===== src/rtl/reg_write_scheduler.sv =====
// Arbitrates three register-file write requesters and runs a bulk clear sweep; writes land one cycle after accept.
// Optional macro REG_WR_ROUND_ROBIN_EN selects round-robin grant; default is fixed priority 0 > 1 > 2.
module reg_write_scheduler #(
    parameter int NUM_REGS  = 100,
    parameter int PROT_REGS = 2
) (
    input  logic        clock,
    input  logic        reset,
    input  logic [2:0]  req_valid,
    output logic [2:0]  req_ready,
    input  logic [7:0]  req_addr_0,
    input  logic [7:0]  req_addr_1,
    input  logic [7:0]  req_addr_2,
    input  logic [63:0] req_data_0,
    input  logic [63:0] req_data_1,
    input  logic [63:0] req_data_2,
    output logic [7:0]  reg_write_addr,
    output logic [63:0] reg_write_data,
    output logic        reg_write_cmd,
    input  logic        clear_start,
    output logic        clear_busy,
    output logic        clear_done,
    output logic        err_valid,
    output logic [7:0]  err_addr,
    output logic [1:0]  err_src
);

    typedef enum logic {ARB = 1'b0, CLEAR = 1'b1} state_t;

    localparam logic [8:0] NUM_L  = 9'(NUM_REGS);
    localparam logic [8:0] PROT_L = 9'(PROT_REGS);

    state_t      state_q, state_d;
    logic [8:0]  cnt_q, cnt_d;
    logic        cmd_q, cmd_d;
    logic [7:0]  waddr_q, waddr_d;
    logic [63:0] wdata_q, wdata_d;
    logic        busy_q, busy_d;
    logic        done_q, done_d;
    logic        errv_q, errv_d;
    logic [7:0]  erra_q, erra_d;
    logic [1:0]  errs_q, errs_d;

    logic [2:0]  grant;
    logic        accept;
    logic [1:0]  sel_idx;
    logic [7:0]  sel_addr;
    logic [63:0] sel_data;
    logic        legal;

`ifdef REG_WR_ROUND_ROBIN_EN
    logic [1:0] last_q, last_d;

    // Search starts just after the last granted requester and wraps.
    always_comb begin
        grant = 3'b000;
        case (last_q)
            2'd0: begin
                if (req_valid[1])      grant = 3'b010;
                else if (req_valid[2]) grant = 3'b100;
                else if (req_valid[0]) grant = 3'b001;
            end
            2'd1: begin
                if (req_valid[2])      grant = 3'b100;
                else if (req_valid[0]) grant = 3'b001;
                else if (req_valid[1]) grant = 3'b010;
            end
            default: begin
                if (req_valid[0])      grant = 3'b001;
                else if (req_valid[1]) grant = 3'b010;
                else if (req_valid[2]) grant = 3'b100;
            end
        endcase
    end

    always_comb begin
        last_d = last_q;
        if (accept) last_d = sel_idx;
    end

    always_ff @(posedge clock or posedge reset) begin
        if (reset) last_q <= 2'd2;
        else       last_q <= last_d;
    end
`else
    always_comb begin
        grant = 3'b000;
        if (req_valid[0])      grant = 3'b001;
        else if (req_valid[1]) grant = 3'b010;
        else if (req_valid[2]) grant = 3'b100;
    end
`endif

    assign req_ready = (state_q == ARB && !clear_start) ? grant : 3'b000;
    assign accept    = |req_ready;

    always_comb begin
        sel_idx  = 2'd0;
        sel_addr = req_addr_0;
        sel_data = req_data_0;
        if (req_ready[1]) begin
            sel_idx  = 2'd1;
            sel_addr = req_addr_1;
            sel_data = req_data_1;
        end else if (req_ready[2]) begin
            sel_idx  = 2'd2;
            sel_addr = req_addr_2;
            sel_data = req_data_2;
        end
    end

    assign legal = ({1'b0, sel_addr} >= PROT_L) && ({1'b0, sel_addr} < NUM_L);

    always_comb begin
        state_d = state_q;
        cnt_d   = cnt_q;
        cmd_d   = 1'b0;
        waddr_d = waddr_q;
        wdata_d = wdata_q;
        busy_d  = busy_q;
        done_d  = 1'b0;
        errv_d  = 1'b0;
        erra_d  = 8'd0;
        errs_d  = 2'd0;
        case (state_q)
            ARB: begin
                busy_d = 1'b0;
                if (clear_start) begin
                    // First sweep write is registered now so it is visible in the first CLEAR cycle.
                    state_d = CLEAR;
                    busy_d  = 1'b1;
                    cmd_d   = 1'b1;
                    waddr_d = PROT_L[7:0];
                    wdata_d = 64'd0;
                    cnt_d   = PROT_L + 9'd1;
                end else if (accept) begin
                    if (legal) begin
                        cmd_d   = 1'b1;
                        waddr_d = sel_addr;
                        wdata_d = sel_data;
                    end else begin
                        errv_d = 1'b1;
                        erra_d = sel_addr;
                        errs_d = sel_idx;
                    end
                end
            end
            default: begin
                busy_d = 1'b1;
                if (cnt_q >= NUM_L) begin
                    state_d = ARB;
                    busy_d  = 1'b0;
                    done_d  = 1'b1;
                    cnt_d   = PROT_L;
                end else begin
                    cmd_d   = 1'b1;
                    waddr_d = cnt_q[7:0];
                    wdata_d = 64'd0;
                    cnt_d   = cnt_q + 9'd1;
                end
            end
        endcase
    end

    always_ff @(posedge clock or posedge reset) begin
        if (reset) begin
            state_q <= ARB;
            cnt_q   <= PROT_L;
            cmd_q   <= 1'b0;
            waddr_q <= 8'd0;
            wdata_q <= 64'd0;
            busy_q  <= 1'b0;
            done_q  <= 1'b0;
            errv_q  <= 1'b0;
            erra_q  <= 8'd0;
            errs_q  <= 2'd0;
        end else begin
            state_q <= state_d;
            cnt_q   <= cnt_d;
            cmd_q   <= cmd_d;
            waddr_q <= waddr_d;
            wdata_q <= wdata_d;
            busy_q  <= busy_d;
            done_q  <= done_d;
            errv_q  <= errv_d;
            erra_q  <= erra_d;
            errs_q  <= errs_d;
        end
    end

    assign reg_write_cmd  = cmd_q;
    assign reg_write_addr = waddr_q;
    assign reg_write_data = wdata_q;
    assign clear_busy     = busy_q;
    assign clear_done     = done_q;
    assign err_valid      = errv_q;
    assign err_addr       = erra_q;
    assign err_src        = errs_q;

endmodule


===== config.mk =====
export PLATFORM = sky130hd
export DESIGN_NAME = reg_write_scheduler
export DESIGN_NICKNAME = d
export VERILOG_FILES = /design/src/rtl/reg_write_scheduler.sv
export SDC_FILE = /design/constraint.sdc
export NUM_CORES = 1
export LEC_CHECK = 0
export CAP_MARGIN = 40
export CORE_MARGIN = 5
export CORE_UTILIZATION = 42
export DETAILED_ROUTE_END_ITERATION = 7
export PLACE_DENSITY = 0.86
export SYNTH_ARGS = -nofsm -noshare
export SYNTH_HDL_FRONTEND = slang
export SYNTH_SLANG_ARGS = --single-unit

===== constraint.sdc =====
create_clock -name clock -period 6.3 [get_ports clock]
set_input_delay 0.63 -clock clock [delete_from_list [all_inputs] [get_ports clock]]
set_output_delay 0.63 -clock clock [all_outputs]
set_load 0.005 [all_outputs]

Word-level counts from Yosys, hierarchy flattened

Index checks and enable logic that the tools add are counted.

Flip-flop bits (word level): 95
Input port bits: 222
Output and inout port bits: 89
Logic and storage cells: 67

Equal/unequal tests: 1
Bitwise logic cells: 1
Reduce and logical (&&, ||, !) cells: 8
Order comparisons: 3
Add/subtract/negate cells: 1
Muxes and demuxes: 44

Operators by type and width:

| kind                  | count |
|---|---|
| $mux W64              | 7 |
| $mux W8               | 11 |
| $mux W9               | 3 |
| $mux W1               | 13 |
| $mux W2               | 6 |
| $mux W3               | 4 |
| $add A9 B1 Y9 const B | 1 |
| $ge A9 B7 Y1 const B  | 1 |
| $ge A8 B2 Y1 const B  | 1 |
| $lt A8 B7 Y1 const B  | 1 |
| $reduce_bool A3 Y1    | 2 |
| $reduce_and A3 Y1     | 1 |
| $reduce_or A3 Y1      | 1 |
| $logic_and A1 B1 Y1   | 2 |
| $ne A2 B2 Y1 const B  | 1 |
| $reduce_bool A2 Y1    | 1 |
| $logic_not A1 Y1      | 1 |
| $not A1 Y1            | 1 |

Depth between registers and ports, before layout

Word-level depth: 12
Gate-level depth with buffers: 11
Mapped depth without buffers: 7

Worst setup path before layout

Ideal clock, no wire load.

Path type: input-to-reg
From: in clear_start
To: reg waddr_q[2], in the netlist reg_write_addr[2]
Arrival: 2.820 ns
Slack: 3.355 ns
Data required time: 6.175 ns
Setup time: 0.125 ns
Buffers on the path: 3
Stages: 9
Cell sequence: buf_6 -> or4b_1 -> buf_2 -> o22ai_1 -> o211ai_1 -> o21ai_0 -> a41o_4 -> buf_8 -> mux2_4

Longest elaborated chain between the ends: 9
Elaborated cells on any way between the ends: 16
Classes of those cells: order compare (2); mux (7); reduce/logical (7)

Ends and longest elaborated chain:

| item                                                                  | line     | text |
|---|---|---|
| start, declared                                                       | 20       | `input logic clear_start,` |
| $logic_not A1 Y1                                                      | 94       | `assign req_ready = (state_q == ARB && !clear_start) ? grant : 3'b000;` |
| $logic_and A1 B1 Y1                                                   | 94       |  |
| $mux W3                                                               | 94       |  |
| $mux W8                                                               | 105      | `end else if (req_ready[2]) begin` |
| $mux W8                                                               | 101      | `if (req_ready[1]) begin` |
| $ge A8 B2 Y1 (tied with other cells)                                  | 112      | `assign legal = ({1'b0, sel_addr} >= PROT_L) && ({1'b0, sel_addr} < NUM_L);` |
| $logic_and A1 B1 Y1 / $mux W8 (equally long branches)                 | 112, 136 |  |
| $reduce_bool A3 Y1 (no source line) / $mux W8 (equally long branches) | -        |  |
| $reduce_and A3 Y1 (no source line) / $mux W8 (equally long branches)  | -        |  |
| end signal, assigned                                                  | 181      | `waddr_q <= waddr_d;` |
| end, declared                                                         | 36       | `logic [7:0] waddr_q, waddr_d;` |

Several ways; a longest one is shown, not always the timed one. The select of a mux whose other input is x is not followed.
A chain may end at the register's enable or synchronous reset.

Final worst setup path

From: in req_valid[1]
To: out req_ready[1]

Longest elaborated chain between the ends: 3

Ends and longest elaborated chain:

| item            | line | text |
|---|---|---|
| start, declared | 9    | `input logic [2:0] req_valid,` |
| $mux W3         | 89   | `else if (req_valid[1]) grant = 3'b010;` |
| $mux W3         | 88   | `if (req_valid[0]) grant = 3'b001;` |
| $mux W3         | 94   |  |
| end, declared   | 10   | `output logic [2:0] req_ready,` |

No other way between the ends.

==> summary by stage <==
Setup path
The type of the worst setup path is input port to primary output. STA classifies the critical path endpoint as a primary output. In this run the critical register-to-register path is launched from clear_busy. The required time of the critical path is about 5.7 ns. The worst setup path is launched from an input port. In this run the critical register-to-register path is captured at reg_write_data[38]. The largest fanout of any net on the critical path is 56.

Counting cells, the worst reg-to-reg path comes to 6. The minimum setup slack among reg-to-reg paths is roughly 2.7 ns. The endpoint arrival time on the critical path is 3.37 ns.

Synth
The post-synthesis area per instance is 9.33 um2. The synthesized netlist contains 48 unique library cells. For this run, asynchronously set or reset flops after synthesis account for 100%. Counting flops with a built-in enable in the synthesized netlist gives 0. The area of the mapped netlist is roughly 5600 um2. The most used flip-flop cell after synthesis is dfrtp_1. The total of warnings raised by yosys is 0.

The cell count after synthesis came out at 598. The number of nets in the synthesized netlist is 822. The sequential element share of the synthesized area is 42.6%. The number of storage elements in the synthesis netlist is 95.

CTS
Hold repair after CTS inserted 0 buffers. The H-tree depth is 3. The number of clock buffers added by TritonCTS is 9. The clock passes through at most 2 buffers. Clock tree synthesis selected as its root buffer the cell clkbuf_16. At the later pin of the worst-skew pair, clock insertion delay measures 0.33 ns. Once the clock tree was built, the setup fixing pass inserted 0 buffers. The clock tree from TritonCTS is done. The total clock sinks is 95.

The clock transition time at the flip-flop clock pins of the worst setup and hold paths is 0.06 ns. The quantity of gates resized following cts is 0.

STA
The count of final max-slew check failures is 0. The shortest clock period the worst path allows after layout is 4.00 ns. The headroom to the max-slew limit is 43.2%. Setup violations remaining at the end of the flow were counted as 0. Static timing analysis puts the maximum clock frequency at 250 MHz. The setup total negative slack is 0 ns. Setup repair after global routing left no endpoint under its margin.

The post-route fraction of the period consumed by the critical path is 63.5%. The final hold violation count is 0. The clock tree skew after final layout is 0.00757 ns. The transition time at the pin with the least slew margin is approximately 0.85 ns.

Floorplan
The height of the chip is 125 um. The count of standard-cell rows is 42. The die covers 15700 um2. The die is between 100 and 150 um wide. The number of top-level design ports is 311. The core region is 13100 um2. The initial standard-cell utilization of the core is between 40% and 50%.

Drt
The wire length after detailed routing is 19.2 mm. The routed length on met2 is 9.64 mm. After detailed routing, the average wire length per cell comes to 18.0 um. In the detailed route, the total length drawn on met3 is around 1.6 mm. The top layer reached by signal wires is met4. The starting DRC count in detailed routing is 440.

The number of routed nets with antenna violations is 0. After detailed routing, the number of vias per cell comes to about 5.2. In the routed design, unresolved DRC markers number 0.

The length of routed wiring on met1 is about 7.5 mm. For this run, the detailed router's first-pass iteration total came to 5. The final route contains ~5500 vias.

GRT
The initial antenna violation count is 0. Entering global routing, the biggest net connects between 50 and 60 pins. The leftover overflow at the end of global routing is 0. The via count of the first global-routing pass is 5626.

The aggregate global-route resource usage is 23.9%. The first global-routing pass estimated 30.1 mm of wire.

Min path
The startpoint identified for the worst hold timing path is reg_write_addr[7]. Along the worst hold path, the cell count comes to 1. The path class of the lowest-slack min-delay path is flop to flop. The worst hold path terminates at reg_write_addr[7].

Run
Across the run, the number of max-cap violations was 0.

Placed design
Routability-driven placement finished with a final weighted congestion of between 0.8 and 0.9. The port buffer count is 310. The wire-length estimate of the detail-placed layout is 14.9 mm. After detailed placement, the total cell area comes to 8790 um2.

Layout
The area growth from synthesis to layout is 63.7%. The top cell types in the final layout, fill and taps aside, are clkdlybuf4s50_1, nand2_1, dfrtp_1, a21oi_1, mux2i_1. At the end of the flow, the number of nets in the layout was 1110. The fraction of final layout cells sized beyond drive strength 1 is under 10%. Leaving out fill and tap cells, the most frequent cell in the layout is clkdlybuf4s50_1.

The fill cell instance count of the final layout is 1059. The final instance area is 9130 um2. The number of antenna diodes in the final layout is 0.

Pwr
IR analysis of the VDD net gives a maximum drop of 127 uV. Dividing total power by cell area gives a power density of 213 nW/um2. In this run the static leakage power is roughly 0.0043 uW.

Outcome
The run finished with clean final reports.
-- stage by stage --
| step | instances | util [%] | hold slack, ns | worst slack [ns] | power [uW] |
|---|---|---|---|---|---|
| final | 1067 | 69.5 | 0.508 | 2.30 | 1950 |
| after global routing | 1067 | 69.5 | 0.526 | 2.16 | 2050 |
| after CTS | 1067 | 69.5 | 0.515 | 2.30 | 1970 |
| after detailed placement | 1051 | 66.9 | 0.495 | 2.13 | 1350 |
| after global placement | 1048 | 66.5 | 0.492 | 2.15 | 1330 |
| after floorplan | 598 | - | 0.478 | 3.19 | 1040 |
-- worst max path at each step --
| stage | start | endpoint | slack, ns | depth (start not counted) |
|---|---|---|---|---|
| final | req_valid[1] | req_ready[1] | 2.30 | 6 |
| after global routing | req_valid[1] | req_ready[1] | 2.16 | 6 |
| after CTS | req_valid[1] | req_ready[1] | 2.30 | 6 |
| after detailed placement | clear_start | reg_write_data[56] | 2.13 | 7 |
| after global placement | req_valid[1] | reg_write_data[50] | 2.15 | 8 |
| after floorplan | reset | clear_busy | 3.19 | 1 |
-- flip-flops by register name, indices dropped and copies added (netlist names) --
| signal | flops |
|---|---|
| reg_write_data | 64 |
| reg_write_addr | 8 |
| clear_busy | 1 |
| err_src | 2 |
| err_valid | 1 |
| err_addr | 8 |
| clear_done | 1 |
| reg_write_cmd | 1 |
| cnt_q | 9 |
-- worst max-delay path, cell delays in order --
cell and delay (ns):
clkdlybuf4s50_1 0.69, or4b_1 0.66, inv_2 0.11, buf_4 0.40
buf_12 0.29, clkdlybuf4s50_1 0.55
-- cell usage after synthesis, types with 2 or more instances --
master / count / area [um2]
a211oi_1: 2 / 15.0
a21boi_0: 2 / 15.0
a21o_1: 2 / 15.0
a21oi_1: 72 / 360
a22oi_1: 4 / 30.0
a32oi_1: 2 / 17.5
and2_1: 5 / 31.3
and3_1: 3 / 18.8
buf_1: 5 / 18.8
buf_2: 3 / 15.0
buf_6: 5 / 56.3
buf_8: 3 / 45.0
clkbuf_1: 28 / 105
dfrtp_1: 94 / 2350
ha_1: 2 / 25.0
inv_1: 9 / 33.8
mux2_4: 36 / 541
mux2i_1: 65 / 651
nand2_1: 145 / 544
nand2b_1: 3 / 18.8
nand3_1: 4 / 20.0
nor2_1: 14 / 52.6
nor3_1: 6 / 30.0
nor3b_1: 2 / 15.0
nor4_1: 3 / 18.8
o211ai_1: 4 / 30.0
o21ai_0: 43 / 215
o22ai_1: 5 / 31.3
o31ai_1: 5 / 37.5
o41ai_1: 3 / 26.3
or3_1: 2 / 12.5
-- power by group --
group          internal [uW]  leakage [uW]  switching, uW
Clock                    399      0.000164            218
Sequential               675       0.00130           59.3
Combinational            344       0.00289            254
Total                   1420       0.00435            531
-- final cells by class --
type,count,area (um2),share of cell area [%]
clock inverter,3,90.1,0.986
clock buffer,13,250,2.74
multi-input combinational,448,2940,32.1
sequential,95,2380,26.0
inverter,11,43.8,0.479
timing repair buffer,321,3220,35.2
tap,176,220,2.41
-- metal layers --
layer  up-vias  track usage (%)
li1       2662                -
met1      2582             29.2
met2       224             40.9
met3        33             6.95
met4         0             7.65
met5         -                0
-- kinds of logic after synthesis --
family                     Yosys count  share of synthesized area (%)
AOI/OAI and AO/OA                  152                           15.7
and+or+nand+nor                    193                           14.8
muxes                              101                           21.3
adders and majority gates            2                          0.448
buffers and inverters               55                           5.04
DFF                                 95                           42.6
No activity file was read; power rests on OpenSTA's default activity.
